[config.mk]
export PLATFORM = sky130hd
export DESIGN_NAME = debounce_scheduler
export DESIGN_NICKNAME = d
export VERILOG_FILES = /design/src/rtl/debounce_scheduler.sv
export SDC_FILE = /design/constraint.sdc
export NUM_CORES = 1
export LEC_CHECK = 0
export BUFFER_PORTS_ARGS = -buffer_cell sky130_fd_sc_hd__buf_2
export CORE_MARGIN = 1.5
export CORE_UTILIZATION = 35
export CTS_CLUSTER_SIZE = 30
export DETAILED_ROUTE_END_ITERATION = 10
export PLACE_DENSITY = 0.55
export SLEW_MARGIN = 40
export SYNTH_ARGS = -nofsm -noshare
export SYNTH_HDL_FRONTEND = slang
export SYNTH_SLANG_ARGS = --single-unit
[constraint.sdc]
create_clock -name clk_i -period 2.42 [get_ports clk_i]
set_clock_uncertainty 0.15 [all_clocks]
set_input_delay 0.484 -clock clk_i [delete_from_list [all_inputs] [get_ports clk_i]]
set_output_delay 0.484 -clock clk_i [all_outputs]
set_load 0.005 [all_outputs]
[src/rtl/debounce_scheduler.sv]
// Purpose     : multi-channel switch debouncer. One sample prescaler is shared by all channels,
//               and a round-robin arbiter serialises the debounced edge events onto one port.
// Latency     : sw_i to sync takes 2 cycles. db_level_o changes on the StableSamples-th strobe
//               that sees the new level. evt_valid_o rises 1 cycle later when the arbiter is idle.
// Backpressure: each channel has one pending slot. A newer edge on an ungranted slot overwrites
//               the rise bit and sets the sticky overflow_o bit. Peak rate is 1 event per 2 cycles.
//
// Ports:
//   clk_i, rst_ni         clock; asynchronous active-low reset
//   en_i                  sampling enable (0 holds the prescaler and clears the channel counters)
//   sw_i[NumCh]           raw asynchronous switch inputs
//   db_level_o[NumCh]     debounced levels
//   evt_valid_o / evt_ready_i / evt_id_o / evt_rise_o   event handshake port
//   overflow_o[NumCh]     sticky per-channel overwrite flags
//   ovf_clr_i             clears overflow_o (a set in the same cycle wins)
//
// Optional feature, macro DEBOUNCE_SCHED_FALL_EN:
//   defined   - falling edges also pend events, with evt_rise_o = 0
//   undefined - only rising edges pend events, and evt_rise_o is tied to 1
module debounce_scheduler #(
  parameter int NumCh         = 4,
  parameter int ClkFreq       = 100_000_000,
  parameter int SampleRate    = 1000,
  parameter int StableSamples = 10,
  localparam int IdW          = (NumCh > 1) ? $clog2(NumCh) : 1
) (
  input  logic             clk_i,
  input  logic             rst_ni,
  input  logic             en_i,
  input  logic [NumCh-1:0] sw_i,
  output logic [NumCh-1:0] db_level_o,
  output logic             evt_valid_o,
  input  logic             evt_ready_i,
  output logic [IdW-1:0]   evt_id_o,
  output logic             evt_rise_o,
  output logic [NumCh-1:0] overflow_o,
  input  logic             ovf_clr_i
);

  localparam int SampleDiv = ClkFreq / SampleRate;
  localparam int DivW      = (SampleDiv > 1) ? $clog2(SampleDiv) : 1;

  // Elaboration-time parameter checks
  if (SampleDiv < 2) begin : g_bad_div
    $error("debounce_scheduler: ClkFreq/SampleRate must be at least 2");
  end
  if (StableSamples < 1 || StableSamples > 255) begin : g_bad_stable
    $error("debounce_scheduler: StableSamples must be in 1..255");
  end
  if (NumCh < 1 || NumCh > 16) begin : g_bad_numch
    $error("debounce_scheduler: NumCh must be in 1..16");
  end

  typedef enum logic [0:0] {
    S_IDLE = 1'b0,
    S_HOLD = 1'b1
  } state_t;

  // ---------------------------------------------------------------------------
  // Input synchroniser
  // ---------------------------------------------------------------------------
  logic [NumCh-1:0] r_sync_q1;
  logic [NumCh-1:0] r_sync;

  always_ff @(posedge clk_i or negedge rst_ni) begin
    if (!rst_ni) begin
      r_sync_q1 <= '0;
      r_sync    <= '0;
    end else begin
      r_sync_q1 <= sw_i;
      r_sync    <= r_sync_q1;
    end
  end

  // ---------------------------------------------------------------------------
  // Shared sample prescaler: strobe on the last count of each period
  // ---------------------------------------------------------------------------
  logic [DivW-1:0] r_div_cnt;
  logic            w_strobe;

  assign w_strobe = en_i && (r_div_cnt == DivW'(SampleDiv - 1));

  always_ff @(posedge clk_i or negedge rst_ni) begin
    if (!rst_ni) begin
      r_div_cnt <= '0;
    end else if (!en_i || w_strobe) begin
      r_div_cnt <= '0;
    end else begin
      r_div_cnt <= r_div_cnt + 1'b1;
    end
  end

  // ---------------------------------------------------------------------------
  // Per-channel stable-sample counters and debounced levels
  // ---------------------------------------------------------------------------
  logic [7:0]       r_stab_cnt [NumCh];
  logic [NumCh-1:0] r_level;
  logic [NumCh-1:0] w_diff;
  logic [NumCh-1:0] w_hit;
  logic [NumCh-1:0] w_new_evt;

  // A hit is the strobe on which the counter would reach StableSamples,
  // so the counter never has to hold the terminal value itself.
  always_comb begin
    w_diff = r_sync ^ r_level;
    w_hit  = '0;
    for (int c = 0; c < NumCh; c++) begin
      w_hit[c] = w_strobe && w_diff[c] && (r_stab_cnt[c] == 8'(StableSamples - 1));
    end
  end

  always_ff @(posedge clk_i or negedge rst_ni) begin
    if (!rst_ni) begin
      for (int c = 0; c < NumCh; c++) begin
        r_stab_cnt[c] <= '0;
      end
    end else begin
      for (int c = 0; c < NumCh; c++) begin
        if (!en_i) begin
          r_stab_cnt[c] <= '0;
        end else if (w_strobe) begin
          if (!w_diff[c] || w_hit[c]) begin
            r_stab_cnt[c] <= '0;
          end else begin
            r_stab_cnt[c] <= r_stab_cnt[c] + 8'd1;
          end
        end
      end
    end
  end

  // A hit always means sync differs from level, so toggling is the same as loading sync.
  always_ff @(posedge clk_i or negedge rst_ni) begin
    if (!rst_ni) begin
      r_level <= '0;
    end else begin
      r_level <= r_level ^ w_hit;
    end
  end

`ifdef DEBOUNCE_SCHED_FALL_EN
  assign w_new_evt = w_hit;
`else
  assign w_new_evt = w_hit & r_sync;
`endif

  // ---------------------------------------------------------------------------
  // Round-robin pick: first pending channel at or after last+1 (mod NumCh)
  // ---------------------------------------------------------------------------
  logic [NumCh-1:0] r_pend;
  logic [NumCh-1:0] r_ovf;
  logic [IdW-1:0]   r_last;
  state_t           r_state;
  logic             r_evt_vld;
  logic [IdW-1:0]   r_evt_id;

  logic             w_pick_vld;
  logic [IdW-1:0]   w_pick_id;
  logic             w_take;
  logic [NumCh-1:0] w_gnt_oh;
  logic [NumCh-1:0] w_ovf_set;

  function automatic logic [IdW-1:0] f_wrap(input logic [IdW-1:0] base, input int off);
    int s;
    s = (int'(base) + off) % NumCh;
    return IdW'(s);
  endfunction

  // Scan from the farthest offset down, so the nearest pending channel is the last one written.
  always_comb begin
    w_pick_vld = 1'b0;
    w_pick_id  = '0;
    for (int k = NumCh; k >= 1; k--) begin
      if (r_pend[f_wrap(r_last, k)]) begin
        w_pick_vld = 1'b1;
        w_pick_id  = f_wrap(r_last, k);
      end
    end
  end

  assign w_take = (r_state == S_IDLE) && w_pick_vld;

  always_comb begin
    w_gnt_oh = '0;
    if (w_take) begin
      w_gnt_oh[w_pick_id] = 1'b1;
    end
  end

  // A slot granted in the same cycle as a new edge is not an overwrite:
  // the old data leaves through the grant, and the new event stays pending.
  assign w_ovf_set = w_new_evt & r_pend & ~w_gnt_oh;

  always_ff @(posedge clk_i or negedge rst_ni) begin
    if (!rst_ni) begin
      r_pend <= '0;
      r_ovf  <= '0;
    end else begin
      r_pend <= (r_pend & ~w_gnt_oh) | w_new_evt;
      r_ovf  <= (r_ovf & ~{NumCh{ovf_clr_i}}) | w_ovf_set;
    end
  end

`ifdef DEBOUNCE_SCHED_FALL_EN
  logic [NumCh-1:0] r_prise;
  logic             r_evt_rise;

  // The newest edge direction always wins in the slot.
  always_ff @(posedge clk_i or negedge rst_ni) begin
    if (!rst_ni) begin
      r_prise <= '0;
    end else begin
      r_prise <= (r_prise & ~w_new_evt) | (r_sync & w_new_evt);
    end
  end
`endif

  // ---------------------------------------------------------------------------
  // Output FSM: IDLE loads an event, HOLD keeps it until it is accepted
  // ---------------------------------------------------------------------------
  always_ff @(posedge clk_i or negedge rst_ni) begin
    if (!rst_ni) begin
      r_state   <= S_IDLE;
      r_evt_vld <= 1'b0;
      r_evt_id  <= '0;
      r_last    <= IdW'(NumCh - 1);
`ifdef DEBOUNCE_SCHED_FALL_EN
      r_evt_rise <= 1'b0;
`endif
    end else begin
      case (r_state)
        S_IDLE: begin
          if (w_take) begin
            r_evt_id  <= w_pick_id;
            r_last    <= w_pick_id;
            r_evt_vld <= 1'b1;
            r_state   <= S_HOLD;
`ifdef DEBOUNCE_SCHED_FALL_EN
            r_evt_rise <= r_prise[w_pick_id];
`endif
          end
        end
        S_HOLD: begin
          if (evt_ready_i) begin
            r_evt_vld <= 1'b0;
            r_state   <= S_IDLE;
          end
        end
        default: begin
          r_evt_vld <= 1'b0;
          r_state   <= S_IDLE;
        end
      endcase
    end
  end

  assign db_level_o  = r_level;
  assign evt_valid_o = r_evt_vld;
  assign evt_id_o    = r_evt_id;
  assign overflow_o  = r_ovf;
`ifdef DEBOUNCE_SCHED_FALL_EN
  assign evt_rise_o  = r_evt_rise;
`else
  assign evt_rise_o  = 1'b1;
`endif

endmodule
==> results.json <==
{
  "outcome": "completed",
  "cts_tree": "yes",
  "gp_congestion": 0.8519,
  "p_sw_frac": 0.2863,
  "grt_pass1_vias": 3039,
  "ys_top_cells_by_count": "dfrtp_1, nand2_1, o21ai_0",
  "regToRegSetupSlack_ps": 210,
  "htree_levels": 3,
  "route.detailed.drc": 0,
  "placeableCoreArea_um2": 10790,
  "power.internal_w": 0.001923,
  "crit_start": "r_stab_cnt[9]",
  "die-area_um2": 11680,
  "rr_worst_depth": 6,
  "path_max_fanout": 9,
  "grt_start_max_net_pins": 41,
  "syn_to_final_growth_pct": 14.08,
  "clkSinkCount": 75,
  "grtUsageTotal": 0.1516,
  "yosys.area.top_type": "dfrtp_1",
  "postRouteAntennaNets": 0,
  "drtIter0Drc": 174,
  "arrival_ps": 2300,
  "cts-resized-gates": 0,
  "hold_viol": 0,
  "rr_endpoint": "r_stab_cnt[11]",
  "antenna_cells": 0,
  "p_per_area_nw_per_um2": 611.1,
  "pwr-share-clk": 0.334,
  "whs_path_depth": 1,
  "die_x_um": 108.1,
  "dpl_worst_slack_ps": 220.3,
  "r2r_start": "r_stab_cnt[9]",
  "drt-total-wl_um": 8014,
  "worstSkewPairLatency_ps": 350,
  "holdPathEnd": "r_sync_q1[3]",
  "yosysSeqAreaShare": 0.4862,
  "p_leak_nw": 1.782,
  "synth_most_common_cell": "dfrtp_1",
  "grt_pass1_wl_um": 13970,
  "cts_buffers": 9,
  "clockBufferDepth": 2,
  "cts.clk_slew.worst_paths_ps": 80,
  "drive_gt1_frac": 0.1435,
  "max_freq_ghz": 0.4531,
  "ys.flop_type": "dfrtp_1",
  "wl_per_cell_um": 13.84,
  "slew_headroom": 0.6068,
  "holdWs_ps": 82.75,
  "postCtsSetupBuffers": 0,
  "tns_ps": 0,
  "synthArstFlopShare": 1.000,
  "row_count": 38,
  "slew_viol_final": 0,
  "vias": 3066,
  "synth.avg_cell_area_um2": 9.638,
  "crit_path_start_kind": "register",
  "grt_overflow": 0,
  "ir_drop_mv": 0.3372,
  "io_buffers": 19,
  "fp.dieH_um": 108.1,
  "start_util": 0.3581,
  "maxCapViolCount": 0,
  "synth_area_leaders": "dfrtp_1, o21ai_0, nand3_1, nand2_1, ha_1",
  "fin_ws_ps": 213.0,
  "io_pins": 21,
  "synth-edff-count": 0,
  "final_nets": 452,
  "netlist_area_um2": 3865,
  "dr.pass1.iters": 4,
  "cts_root_buf": "clkbuf_8",
  "holdCritStartpoint": "sw_i[3]",
  "syn-num-nets": 419,
  "ys_types": 56,
  "ys_seq_elements": 75,
  "final_util": 0.4085,
  "period_share": 0.9120,
  "tightestPinTransition_ps": 586.2,
  "setup_violations": 0,
  "hold_path_class": "primary input to register",
  "end_kind": "register",
  "postSynthCellCount": 401,
  "required_ps": 2510,
  "power_frac_comb": 0.138,
  "via_per_inst": 5.295,
  "antenna_found_initial": 0,
  "p_switching_w": 0.0007715,
  "period_needed_ps": 2207,
  "critical_path_class": "register to register",
  "yosysWarnings": 0,
  "rsz0062_at_grt": "false",
  "power.total_w": 0.002694,
  "power_frac_seq": 0.529,
  "dpl.hpwl_um": 5597,
  "yosys.area.top_type_share": 0.4726
}
[per-layer routing]
layer / vias to the layer above / global-route usage / part of all wire
met3: 11 / 0.03255 / 0.032
met5: - / 0 / 0
li1: 1508 / - / -
met4: 0 / 0.07331 / 0.018
met1: 1509 / 0.2024 / 0.50
met2: 38 / 0.2337 / 0.45
[through the flow]
step	cell area, um^2	instances
floorplan	3865	401
global placement	4218	562
detailed placement	4218	562
CTS	4409	579
global route	4409	579
finish	4409	579
[layout make-up]
cell class / count / area, um^2
fillers: 1063 / 6384
inverters: 17 / 63.81
repair buffers: 35 / 245.2
well taps: 140 / 175.2
flip-flops and latches: 75 / 1879
clock inverters: 3 / 22.52
multi-input cells: 296 / 1864
clock buffers: 13 / 158.9
[registers in the layout (all words and copies together), names as in the netlist]
name and flops:
r_stab_cnt 32, r_sync_q1 4, r_state 1, r_div_cnt 17
overflow_o 4, r_last 2, db_level_o 4, evt_valid_o 1
evt_id_o 2, r_pend 4, r_sync 4
[worst max path at each step]
stage                     end  slack [ps]  cells past startpoint
2_1_floorplan  r_stab_cnt[15]         390                      6
3_3_place_gp   r_stab_cnt[15]         260                      6
3_5_place_dp   r_stab_cnt[15]         220                      6
4_1_cts        r_stab_cnt[11]         220                      6
5_1_grt        r_stab_cnt[25]          20                      6
6_report       r_stab_cnt[11]         210                      6
[timing repair]
action,in CTS,in global routing
setup endpoints to repair,0,0
hold buffers,1,0
endpoints found under the hold margin,36,0
[critical path, stage by stage, from the launching register on]
cell     delay, ps
dfrtp_1        430
inv_1           70
ha_1           130
or4b_4         470
o41ai_4        440
o21ai_0        180
a32o_1         240
[layout by cell type, fill, tap and decap left out, types with 3 or more instances in the layout]
| cell type | Yosys | layout |
|---|---|---|
| nand3_1 | 29 | 29 |
| a31oi_1 | 8 | 8 |
| and4_1 | 3 | 3 |
| buf_4 | 3 | 14 |
| clkinvlp_4 | 0 | 3 |
| and2_1 | 4 | 4 |
| nor2b_1 | 5 | 5 |
| nand2b_1 | 14 | 14 |
| o31ai_1 | 6 | 6 |
| nand2_1 | 38 | 38 |
| o21ai_0 | 30 | 30 |
| a211oi_1 | 4 | 4 |
| clkbuf_8 | 0 | 11 |
| buf_2 | 4 | 18 |
| or3_1 | 3 | 3 |
| nand4_1 | 11 | 11 |
| and3_1 | 3 | 3 |
| xor2_1 | 8 | 8 |
| a21oi_1 | 12 | 12 |
| nor3_1 | 12 | 12 |
| nor3b_1 | 3 | 3 |
| ha_1 | 9 | 9 |
| inv_1 | 17 | 17 |
| mux2_2 | 3 | 3 |
| xnor2_1 | 12 | 12 |
| o22ai_1 | 6 | 6 |
| a2111oi_0 | 3 | 3 |
| nor2_1 | 27 | 27 |
| dfrtp_1 | 73 | 73 |
| o211ai_1 | 6 | 6 |
| nor4_1 | 5 | 5 |
[power by group through the flow]
stage          logic, W  registers (W)  clock network, W
6_report       0.000371        0.00142          0.000899
5_1_grt        0.000428        0.00144          0.000987
4_1_cts        0.000378        0.00142          0.000942
3_5_place_dp   0.000372        0.00145                 0
3_3_place_gp   0.000366        0.00145                 0
2_1_floorplan  0.000261        0.00142                 0
[kinds of logic after synthesis]
logic type | share of synthesized area
AO/OA/AOI/OAI | 0.1551
other | 0.0009703
flip-flops | 0.4862
buffers and inverters | 0.03334
AND/OR/NAND/NOR | 0.2386
adder cells (fa/ha/maj) | 0.02914
XOR/XNOR | 0.04532
multiplexers | 0.01133
No activity file was read; power rests on OpenSTA's default activity.
